[config.mk]
export PLATFORM = sky130hd
export DESIGN_NAME = fifo_param
export DESIGN_NICKNAME = d
export VERILOG_FILES = /design/src/rtl/fifo_param.sv
export SDC_FILE = /design/constraint.sdc
export NUM_CORES = 1
export LEC_CHECK = 0
export ABC_AREA = 1
export BUFFER_PORTS_ARGS = -buffer_cell sky130_fd_sc_hd__buf_4
export CAP_MARGIN = 10
export CORE_MARGIN = 2
export CORE_UTILIZATION = 63
export CTS_CLUSTER_DIAMETER = 80
export DETAILED_ROUTE_END_ITERATION = 7
export GPL_TIMING_DRIVEN = 0
export PLACE_DENSITY = 0.83
export RECOVER_POWER = 50
export SLEW_MARGIN = 15
export SYNTH_ARGS = -nofsm -noshare
export SYNTH_HDL_FRONTEND = slang
export SYNTH_SLANG_ARGS = --single-unit
[constraint.sdc]
create_clock -name clk_i -period 5.45 [get_ports clk_i]
set_clock_uncertainty 0.05 [all_clocks]
set_input_delay 1.3625 -clock clk_i [delete_from_list [all_inputs] [get_ports clk_i]]
set_output_delay 1.3625 -clock clk_i [all_outputs]
set_load 0.005 [all_outputs]
[src/rtl/fifo_param.sv]
// fifo_param: single-clock parameterised FIFO with occupancy count,
// threshold flags and sticky overflow/underflow error flags.
//
// Parameters:
//   DATA_WIDTH  word width
//   ADDR_WIDTH  log2 of depth (DEPTH = 2**ADDR_WIDTH, 1..10)
//   AF_LEVEL    almost_full_o when cnt_o >= AF_LEVEL (default DEPTH-1)
//   AE_LEVEL    almost_empty_o when cnt_o <= AE_LEVEL (default 1)
//
// Ports:
//   clk_i, rst_i (async, active-high), clear_i (sync flush)
//   wen_i/data_i       write request and data
//   ren_i/data_o       read request (pop) and read data
//   full_o, empty_o, almost_full_o, almost_empty_o, cnt_o
//   overflow_o, underflow_o  sticky until rst_i or clear_i
//
// Build option:
//   FIFO_PARAM_FWFT_EN  first-word-fall-through: data_o shows the head
//   entry combinationally (0 when empty). Undefined: data_o is a register
//   loaded with the popped word one cycle after an accepted read.
module fifo_param #(
  parameter int unsigned DATA_WIDTH = 8,
  parameter int unsigned ADDR_WIDTH = 3,
  parameter int unsigned AF_LEVEL   = (1 << ADDR_WIDTH) - 1,
  parameter int unsigned AE_LEVEL   = 1
) (
  input  logic                  clk_i,
  input  logic                  rst_i,
  input  logic                  clear_i,
  input  logic                  wen_i,
  input  logic [DATA_WIDTH-1:0] data_i,
  input  logic                  ren_i,
  output logic [DATA_WIDTH-1:0] data_o,
  output logic                  full_o,
  output logic                  empty_o,
  output logic                  almost_full_o,
  output logic                  almost_empty_o,
  output logic [ADDR_WIDTH:0]   cnt_o,
  output logic                  overflow_o,
  output logic                  underflow_o
);

  localparam int unsigned DEPTH = 1 << ADDR_WIDTH;
  localparam logic [ADDR_WIDTH:0] CNT_FULL = {1'b1, {ADDR_WIDTH{1'b0}}};
  localparam logic [ADDR_WIDTH:0] AF_THR   = (ADDR_WIDTH+1)'(AF_LEVEL);
  localparam logic [ADDR_WIDTH:0] AE_THR   = (ADDR_WIDTH+1)'(AE_LEVEL);

  logic [DATA_WIDTH-1:0] mem [DEPTH];
  logic [ADDR_WIDTH-1:0] wr_ptr;
  logic [ADDR_WIDTH-1:0] rd_ptr;
  logic [ADDR_WIDTH:0]   cnt_q;
  logic                  ovf_q;
  logic                  unf_q;
  logic                  rd_acc;
  logic                  wr_acc;

  assign cnt_o          = cnt_q;
  assign full_o         = (cnt_q == CNT_FULL);
  assign empty_o        = (cnt_q == '0);
  assign almost_full_o  = (cnt_q >= AF_THR);
  assign almost_empty_o = (cnt_q <= AE_THR);
  assign overflow_o     = ovf_q;
  assign underflow_o    = unf_q;

  // A write into a full FIFO still goes through when a read frees a slot
  // in the same cycle; the read takes the pre-write head.
  assign rd_acc = ren_i & ~empty_o;
  assign wr_acc = wen_i & (~full_o | rd_acc);

  always_ff @(posedge clk_i or posedge rst_i) begin
    if (rst_i) begin
      wr_ptr <= '0;
      rd_ptr <= '0;
      cnt_q  <= '0;
      ovf_q  <= 1'b0;
      unf_q  <= 1'b0;
    end else if (clear_i) begin
      wr_ptr <= '0;
      rd_ptr <= '0;
      cnt_q  <= '0;
      ovf_q  <= 1'b0;
      unf_q  <= 1'b0;
    end else begin
      // Pointers wrap naturally because DEPTH is a power of two.
      if (wr_acc) wr_ptr <= wr_ptr + 1'b1;
      if (rd_acc) rd_ptr <= rd_ptr + 1'b1;
      if (wr_acc && !rd_acc)      cnt_q <= cnt_q + 1'b1;
      else if (rd_acc && !wr_acc) cnt_q <= cnt_q - 1'b1;
      if (wen_i && !wr_acc) ovf_q <= 1'b1;
      if (ren_i && empty_o) unf_q <= 1'b1;
    end
  end

  // Storage is deliberately not reset; reset/clear only move the pointers.
  always_ff @(posedge clk_i) begin
    if (wr_acc && !clear_i) mem[wr_ptr] <= data_i;
  end

`ifdef FIFO_PARAM_FWFT_EN
  assign data_o = empty_o ? '0 : mem[rd_ptr];
`else
  logic [DATA_WIDTH-1:0] data_q;

  always_ff @(posedge clk_i or posedge rst_i) begin
    if (rst_i)                   data_q <= '0;
    else if (!clear_i && rd_acc) data_q <= mem[rd_ptr];
  end

  assign data_o = data_q;
`endif

endmodule

# After elaboration in Yosys (flattened, before gate mapping)
# Memories as Yosys holds them, arrays and structs flattened. A register that Yosys moved wholly into a read port is not among the register bits.
# Cells that the tools add are included.
dict set report totals {
  register_bits 12
  ram_bits 64
  in_bits 13
  out_inout_bits 18
  elab_cells 46
  memories 1
}
dict set report op_classes {
  n_addsub 4
  n_lt_le_gt_ge 2
  eq_ne 1
  muxes 13
  bitwise 5
  reduce_logical 15
}
# memory depth word_bits read_ports rd_ports_with_merged_regs wr line_no
set memory_table {}
lappend memory_table {mem 8 8 1 1 1 48} ;# logic [DATA_WIDTH-1:0] mem [DEPTH];
# operator count
set ops {}
lappend ops {{3-bit two-way mux} 4}
lappend ops {{4-bit two-way mux} 3}
lappend ops {{2-bit nonzero test} 4}
lappend ops {{3-bit by 1-bit adder with 3-bit output, second input constant} 2}
lappend ops {{1-bit logical AND} 6}
lappend ops {{1-bit two-way mux} 6}
lappend ops {{4-bit by 1-bit adder with 4-bit output, second input constant} 1}
lappend ops {{4-bit == test, second input constant} 1}
lappend ops {{4-bit by 3-bit greater-or-equal comparator with 1-bit output, second input constant} 1}
lappend ops {{4-bit by 1-bit <= comparator with 1-bit output, second input constant} 1}
lappend ops {{4-bit zero test} 1}
lappend ops {{4-bit by 1-bit subtractor with 4-bit output, second input constant} 1}
lappend ops {{1-bit zero test} 3}
lappend ops {{3-bit nonzero test} 1}
lappend ops {{1-bit AND} 2}
lappend ops {{1-bit NOT} 2}
lappend ops {{1-bit bitwise OR} 1}

# Logic depth before layout (Yosys ltp)
# Gate-level depths: netlist of the first run.
dict set report depth {
  depth_word 10
  depth_mapped 10
  depth_no_buf 10
}

# Worst setup path before layout of the first run
# No wires, ideal clock.
dict set report synth_timing {
  path_kind {input to register}
  startpoint {input port ren_i}
  endpoint {memory mem[1][0] (enable)}
  setup_time_ps 370
  arrival_ps 2103
  t_required_ps 5030
  path_slack_ps 2927
  path_stages 4
  n_path_buf 0
  path_cell_list {o21ai_1 nor2_1 nand2_1 nor2_1}
}
dict set report synth_via {
  elab_chain_cells 6
}
# element line_no
set synth_rtl {}
lappend synth_rtl {{start, declared} 32} ;# input logic ren_i,
lappend synth_rtl {{1-bit AND} 67} ;# assign rd_acc = ren_i & ~empty_o;
lappend synth_rtl {{1-bit bitwise OR} 68} ;# assign wr_acc = wen_i & (~full_o | rd_acc);
lappend synth_rtl {{1-bit AND} 68}
lappend synth_rtl {{1-bit logical AND} 96} ;# if (wr_acc && !clear_i) mem[wr_ptr] <= data_i;
lappend synth_rtl {{1-bit two-way mux} 96}
lappend synth_rtl {{1-bit two-way mux (implied by the code)} 96}
lappend synth_rtl {{end, declared} 48}
# Every way passes these cells.

# Worst setup path in the final report of the first run
dict set report layout_timing {
  startpoint {register cnt_q[0], in the netlist cnt_o[0]}
  endpoint {output port full_o}
}
dict set report layout_via {
  elab_chain_cells 1
}
# element line_no
set layout_rtl {}
lappend layout_rtl {{start, declared} 51} ;# logic [ADDR_WIDTH:0] cnt_q;
lappend layout_rtl {{start signal, assigned} 87} ;# if (wr_acc && !rd_acc) cnt_q <= cnt_q + 1'b1;
lappend layout_rtl {{start signal, assigned} 88} ;# else if (rd_acc && !wr_acc) cnt_q <= cnt_q - 1'b1;
lappend layout_rtl {{4-bit == test} 58} ;# assign full_o = (cnt_q == CNT_FULL);
lappend layout_rtl {{end, declared} 34} ;# output logic full_o,
# Every way passes these cells.

==> impl_metrics.csv, run 1 <==
group,metric,value,unit
status,status,"complete, no violations",
timing,finalSetupViolCount,0,
synthesis,synth-edff-count,64,
routing,vias_per_cell,5.83,
timing,worst_pin_slew,0.985,ns
timing,max_slew_margin,34.1,%
worst_setup_path,path_common_cell,"inv_1",
synthesis,synth_top_area_share,52.5,%
worst_hold_path,hp-class,"reg2reg",
worst_setup_path,cp-start-kind,"flip-flop",
global_routing,grt_use_met2,42.1,%
worst_setup_path,crit_family,"flip-flops",
synthesis,async_reset_ff_share,23.8,%
worst_setup_path,critPathRequiredTime,4.04,ns
floorplanning,die_w,80.2,microns
global_routing,grt_pass1_vias,2485,
power,peakVddDrop,291,uV
placement,place_area,3980,sq um
timing,rsz0062_at_grt,"false",
worst_setup_path,cp_slowest_stage_delay,0.48,ns
power,p_per_area,461,nW/um^2
power,p_leak,1.65,nW
synthesis,synthesis.area,3660,sq um
global_routing,busiest_layer,"met2",
placement,port_buffers,30,
worst_setup_path,path_max_fanout,7,
cells_and_area,syn_to_final_growth,11.7,%
placement,dp_cells,440,
clock_tree,clk_latency,0.36,ns
floorplanning,dieArea,6430,sq um
clock_tree,path_clk_slew,0.09,ns
clock_tree,cts_tree,"done",
routing,wl,7.75,mm
floorplanning,start_util,65.7,%
cells_and_area,drive_above_1_share,14.1,%
clock_tree,root_buffer,"clkbuf_8",
clock_tree,cts-buffers-inserted,9,
clock_tree,ctsHoldBuffers,0,
synthesis,synth_fp_nets,357,
cells_and_area,antenna_cells,0,
synthesis,ys_ff_latch,84,
routing,num_vias,2657,
synthesis,synthMostInstantiatedCell,"nor2_1",
global_routing,grt_use_met3,6.63,%
cells_and_area,final_cells,456,
worst_setup_path,crit_chain,"inv_1, ha_1, nand3_1, inv_1, buf_4",
synthesis,ys_top_cells_by_count,"nor2_1 (68), edfxtp_1 (64), nand2_1 (59)",
floorplanning,die_h,80.2,microns
global_routing,grt_start_max_net_pins,21,
placement,gp_congestion,0.801,
routing,post-route-drc-count,0,
power,p_total,1.89,mW
global_routing,grt_pass1_wl,12.1,mm
job,max-cap-violations,0,
cells_and_area,final_cell_area,4090,sq um
timing,timing.final.crit_share,56.8,%
timing,period_minus_slack,3.10,ns
timing,max_freq,323,MHz
global_routing,overflow,0,
synthesis,ys.flop_type,"edfxtp_1",
global_routing,track_usage,26.6,%
synthesis,netlist_instances,338,
worst_setup_path,end_kind,"primary output",
floorplanning,row_count,27,
floorplanning,num_io_pins,31,
routing,drtAntennaViolNets,0,
clock_tree,cts_buffer_depth,2,
worst_setup_path,path_class,"reg2out",
timing,slew_viol_final,0,
synthesis,ys_warn_count,0,
routing,detail_route.iter0.violations,327,
clock_tree,cts_setup_buffers,0,
clock_tree,htree_levels,3,
global_routing,grtUsageMet1,34.3,%
global_routing,antenna_found_initial,0,
clock_tree,clock_sinks,84,
timing,tns,0,ns
synthesis,synth_top_area_cell,"edfxtp_1",
floorplanning,core,5570,sq um
routing,wl_per_cell,17.0,microns
worst_setup_path,crit_path_top_delay_cell,"dfrtp_1",
placement,place_ws,2.33,ns
cells_and_area,finalNetCount,398,
timing,hold_violations,0,
routing,first_pass_iters,5,
synthesis,yosysSeqAreaShare,66.2,%
synthesis,avgSynthCellArea,10.8,sq um
synthesis,yosys-top-cells-area,"edfxtp_1 (53%), dfrtp_1 (14%), nor2_1 (7.0%)",
placement,dp_hpwl,5.00,mm
synthesis,ys_types,27,
clock_tree,ctsResizeCount,0,
timing,setup_ws,2.35,ns
worst_setup_path,cp_num_buf_inv,3,
worst_setup_path,cp_data_arrival_time,1.68,ns
-- per-stage QoR --
stage / hold slack [ns] / util [%]
global placement: 0.416 / 71.3
floorplan: 0.423 / -
detailed placement: 0.417 / 71.3
finish: 0.434 / 73.3
CTS: 0.440 / 74.5
global route: 0.461 / 73.3
-- kinds of logic (layout without fill, tap and decap cells) --
kind of cell | after synthesis | count (layout) | share of synthesized area (%)
simple gates | 158 | 158 | 18.7
flops | 84 | 84 | 66.2
compound gates | 53 | 53 | 8.41
buf+inv | 36 | 82 | 4.44
fa+ha+maj | 6 | 6 | 2.05
xor+xnor | 1 | 1 | 0.239
-- flip-flops by register name (all words and copies together), names as in the netlist --
register     cells
wr_ptr           3
underflow_o      1
data_o           8
rd_ptr           3
overflow_o       1
mem             64
cnt_o            4
-- worst reg2reg max path, delay by kind of cell (launching register included) --
kind                     cells  cell delay [ns]
AO/OA/AOI/OAI                1             0.12
buffers and inverters        1             0.14
flip-flops                   1             0.48
adder cells (fa/ha/maj)      1             0.26
AND/OR/NAND/NOR              4             1.37
-- final cells by class --
| class | count | area [sq um] |
|---|---|---|
| Buffer | 12 | 62.6 |
| Clock buffer | 9 | 124 |
| Clock inverter | 7 | 56.3 |
| Fill cell | 371 | 1490 |
| Inverter | 24 | 92.6 |
| Multi-Input combinational cell | 218 | 1050 |
| Sequential cell | 84 | 2420 |
| Tap cell | 72 | 90.1 |
| Timing Repair Buffer | 30 | 191 |
-- placed cells by master, fill, tap and decap left out, drive strengths merged --
cell type and count:
nand2 62, o21a 3, inv 25, a21oi 5, o211ai 8, edfxtp 64
nand3 22, clkinv 5, clkbuf 22, nand4 3, dfrtp 20, xnor2 1
o21ai 37, buf 29, clkinvlp 1, nor2 71, ha 6
-- worst paths after layout --
| kind | from | to | slack (ns) | depth (start not counted) |
|---|---|---|---|---|
| worst max-delay path | cnt_o[0] | full_o | 2.35 | 5 |
| worst min-delay path | data_o[4] | data_o[4] | 0.43 | 2 |
| worst max register to register | cnt_o[0] | mem[3][5] | 2.65 | 7 |
| worst min register to register | data_o[4] | data_o[4] | 0.43 | 2 |
| max in group asynchronous | rst_i | wr_ptr[0] | 3.80 | 2 |
| min in group asynchronous | rst_i | data_o[3] | 1.07 | 2 |
-- per-layer routing --
metal	share of wire, %	wire length, microns
met1	40	3090
met2	48	3720
met3	8.9	691
met4	3.2	250
met5	0	0
-- report_power, final --
| part | total [mW] | switching [mW] | internal, mW | leakage (nW) |
|---|---|---|---|---|
| logic | 0.670 | 0.404 | 0.265 | 0.722 |
| registers | 0.806 | 0.0515 | 0.754 | 0.839 |
| clock network | 0.411 | 0.240 | 0.171 | 0.0906 |
| total | 1.89 | 0.695 | 1.19 | 1.65 |
(Power assumes the default switching activity.)
==> run 2, diff against run 1 <==
--- a/config.mk
+++ b/config.mk
@@ -9,11 +9,11 @@
 export BUFFER_PORTS_ARGS = -buffer_cell sky130_fd_sc_hd__buf_4
 export CAP_MARGIN = 10
 export CORE_MARGIN = 2
-export CORE_UTILIZATION = 63
+export CORE_UTILIZATION = 53
 export CTS_CLUSTER_DIAMETER = 80
 export DETAILED_ROUTE_END_ITERATION = 7
 export GPL_TIMING_DRIVEN = 0
-export PLACE_DENSITY = 0.83
+export PLACE_DENSITY = 0.75
 export RECOVER_POWER = 50
 export SLEW_MARGIN = 15
 export SYNTH_ARGS = -nofsm -noshare
==> constraint.sdc (replaced) <==
create_clock -name clk_i -period 2.5 [get_ports clk_i]
set_clock_uncertainty 0.05 [all_clocks]
set_input_delay 0.625 -clock clk_i [delete_from_list [all_inputs] [get_ports clk_i]]
set_output_delay 0.625 -clock clk_i [all_outputs]
set_load 0.005 [all_outputs]
==> impl_metrics.csv, run 2 (synthesis results as in run 1) <==
group,metric,value,unit
cells_and_area,final_cell_mix,"edfxtp_1 (64), nor2_1 (60), nand2_1 (59)",
timing,max_slew_margin,51.5,%
routing,vias_per_cell,5.47,
clock_tree,cts_tree,"done",
clock_tree,root_buffer,"clkbuf_8",
timing,hold_violations,0,
worst_setup_path,cp-start-kind,"flip-flop",
cells_and_area,seqCellArea,2420,sq um
power,p_leak,1.69,nW
global_routing,grt_pass1_wl,11.9,mm
floorplanning,dieArea,7590,sq um
status,status,"complete, no violations",
routing,drtAntennaViolNets,0,
placement,dp_hpwl,4.91,mm
clock_tree,path_clk_slew,0.08,ns
global_routing,track_usage,21.6,%
global_routing,grt_pass1_vias,2321,
cells_and_area,drive_above_1_share,17.2,%
cells_and_area,final_util,62.6,%
worst_hold_path,hp-class,"in2async",
global_routing,grt_start_max_net_pins,21,
timing,worst_pin_slew,0.726,ns
cells_and_area,finalNetCount,398,
timing,max_freq,408,MHz
floorplanning,core,6720,sq um
timing,tns,0,ns
routing,post-route-drc-count,0,
clock_tree,cts-buffers-inserted,9,
clock_tree,clock_sinks,84,
cells_and_area,largest_reg_flops,64,
global_routing,overflow,0,
global_routing,busiest_layer,"met2",
job,max-cap-violations,0,
cells_and_area,antenna_cells,0,
worst_setup_path,cp_data_arrival_time,2.39,ns
power,p_per_area,1020,nW/um^2
timing,slew_viol_final,0,
clock_tree,htree_levels,3,
cells_and_area,nFillCells,514,
placement,gp_congestion,0.824,
timing,rsz0062_at_grt,"true",
floorplanning,die_w,87.1,microns
global_routing,grt_use_met3,6.73,%
clock_tree,cts_setup_buffers,0,
placement,port_buffers,30,
routing,detail_route.iter0.violations,196,
routing,num_vias,2539,
cells_and_area,multiInputGateArea,1110,sq um
placement,place_ws,-0.154,ns
clock_tree,cts_buffer_depth,2,
timing,period_minus_slack,2.45,ns
floorplanning,start_util,54.5,%
routing,wl,7.58,mm
floorplanning,row_count,30,
global_routing,antenna_found_initial,0,
worst_setup_path,end_kind,"flip-flop",
routing,first_pass_iters,5,
floorplanning,num_io_pins,31,
cells_and_area,top_register,"mem",
floorplanning,die_h,87.1,microns
cells_and_area,final_common_cell,"edfxtp_1",
routing,wl_per_cell,16.3,microns
worst_setup_path,worstRegToRegCells,7,
cells_and_area,syn_to_final_growth,15.0,%
worst_setup_path,critPathRequiredTime,2.44,ns
worst_setup_path,path_max_fanout,8,
timing,finalSetupViolCount,0,
timing,timing.final.crit_share,98.0,%
clock_tree,clk_latency,0.35,ns
global_routing,grtUsageMet1,29.9,%
worst_setup_path,path_class,"reg2reg",
global_routing,grt_use_met2,31.4,%
timing,hold_ws,0.344,ns
timing,setup_ws,0.0497,ns
power,peakVddDrop,445,uV
==> run 2: cell types whose count changed in the layout (fill, tap and decap cells not counted), moves of 2 or more <==
cell	change
nor2_2	+5
nor2_4	+4
bufinv_16	+2
nor2_1	-9
clkinv_4	-2
==> run 2: final timing paths <==
kind | startpoint | endpoint | slack [ns]
max | cnt_o[0] | mem[1][5] | 0.05
max reg2reg | cnt_o[0] | mem[1][5] | 0.05
min | rst_i | data_o[4] | 0.34
min in group clk_i | data_o[2] | data_o[2] | 0.43
max in group asynchronous | rst_i | underflow_o | 1.59
min reg2reg | data_o[2] | data_o[2] | 0.43
==> run 2: routing by layer <==
layer,routed length (microns),vias up,share of wire (%)
met5,0,-,0
met4,116,0,1.5
met3,570,11,7.5
met2,3450,109,46
met1,3440,1189,45
li1,-,1230,-
==> run 2: worst max-delay path: stages (launching register included) <==
cell and delay (ns):
dfrtp_1 0.47, inv_1 0.15, ha_1 0.30, nand3_4 0.15, o21ai_1 0.09, nor2_1 0.20, nand2_1 0.20, nor2_2 0.48
==> run 2: final cells by class <==
class / instances / share of cell area [%]
Tap cell: 80 / 2.38
Clock inverter: 6 / 2.05
Buffer: 12 / 1.66
Inverter: 24 / 2.20
Sequential cell: 84 / 57.6
Clock buffer: 10 / 3.03
Multi-Input combinational cell: 218 / 26.5
Timing Repair Buffer: 30 / 4.64
==> run 2: metrics by stage <==
stage	std cells	instance area (sq um)	total power, mW
after global placement	448	3990	3.24
after floorplan	338	3660	2.75
final	464	4210	4.31
after detailed placement	448	3990	3.28
after global routing	464	4210	4.58
after CTS	464	4210	4.31
==> run 2: where the power goes <==
group | switching (mW) | internal, mW | total [mW]
Combinational | 0.903 | 0.603 | 1.51
Sequential | 0.119 | 1.64 | 1.76
Clock | 0.474 | 0.565 | 1.04
Total | 1.50 | 2.81 | 4.31
==> run 2: what timing repair did <==
item	CTS	global route
endpoints found under the setup margin	64	56
gates resized for setup	6	6
hold buffers	0	0
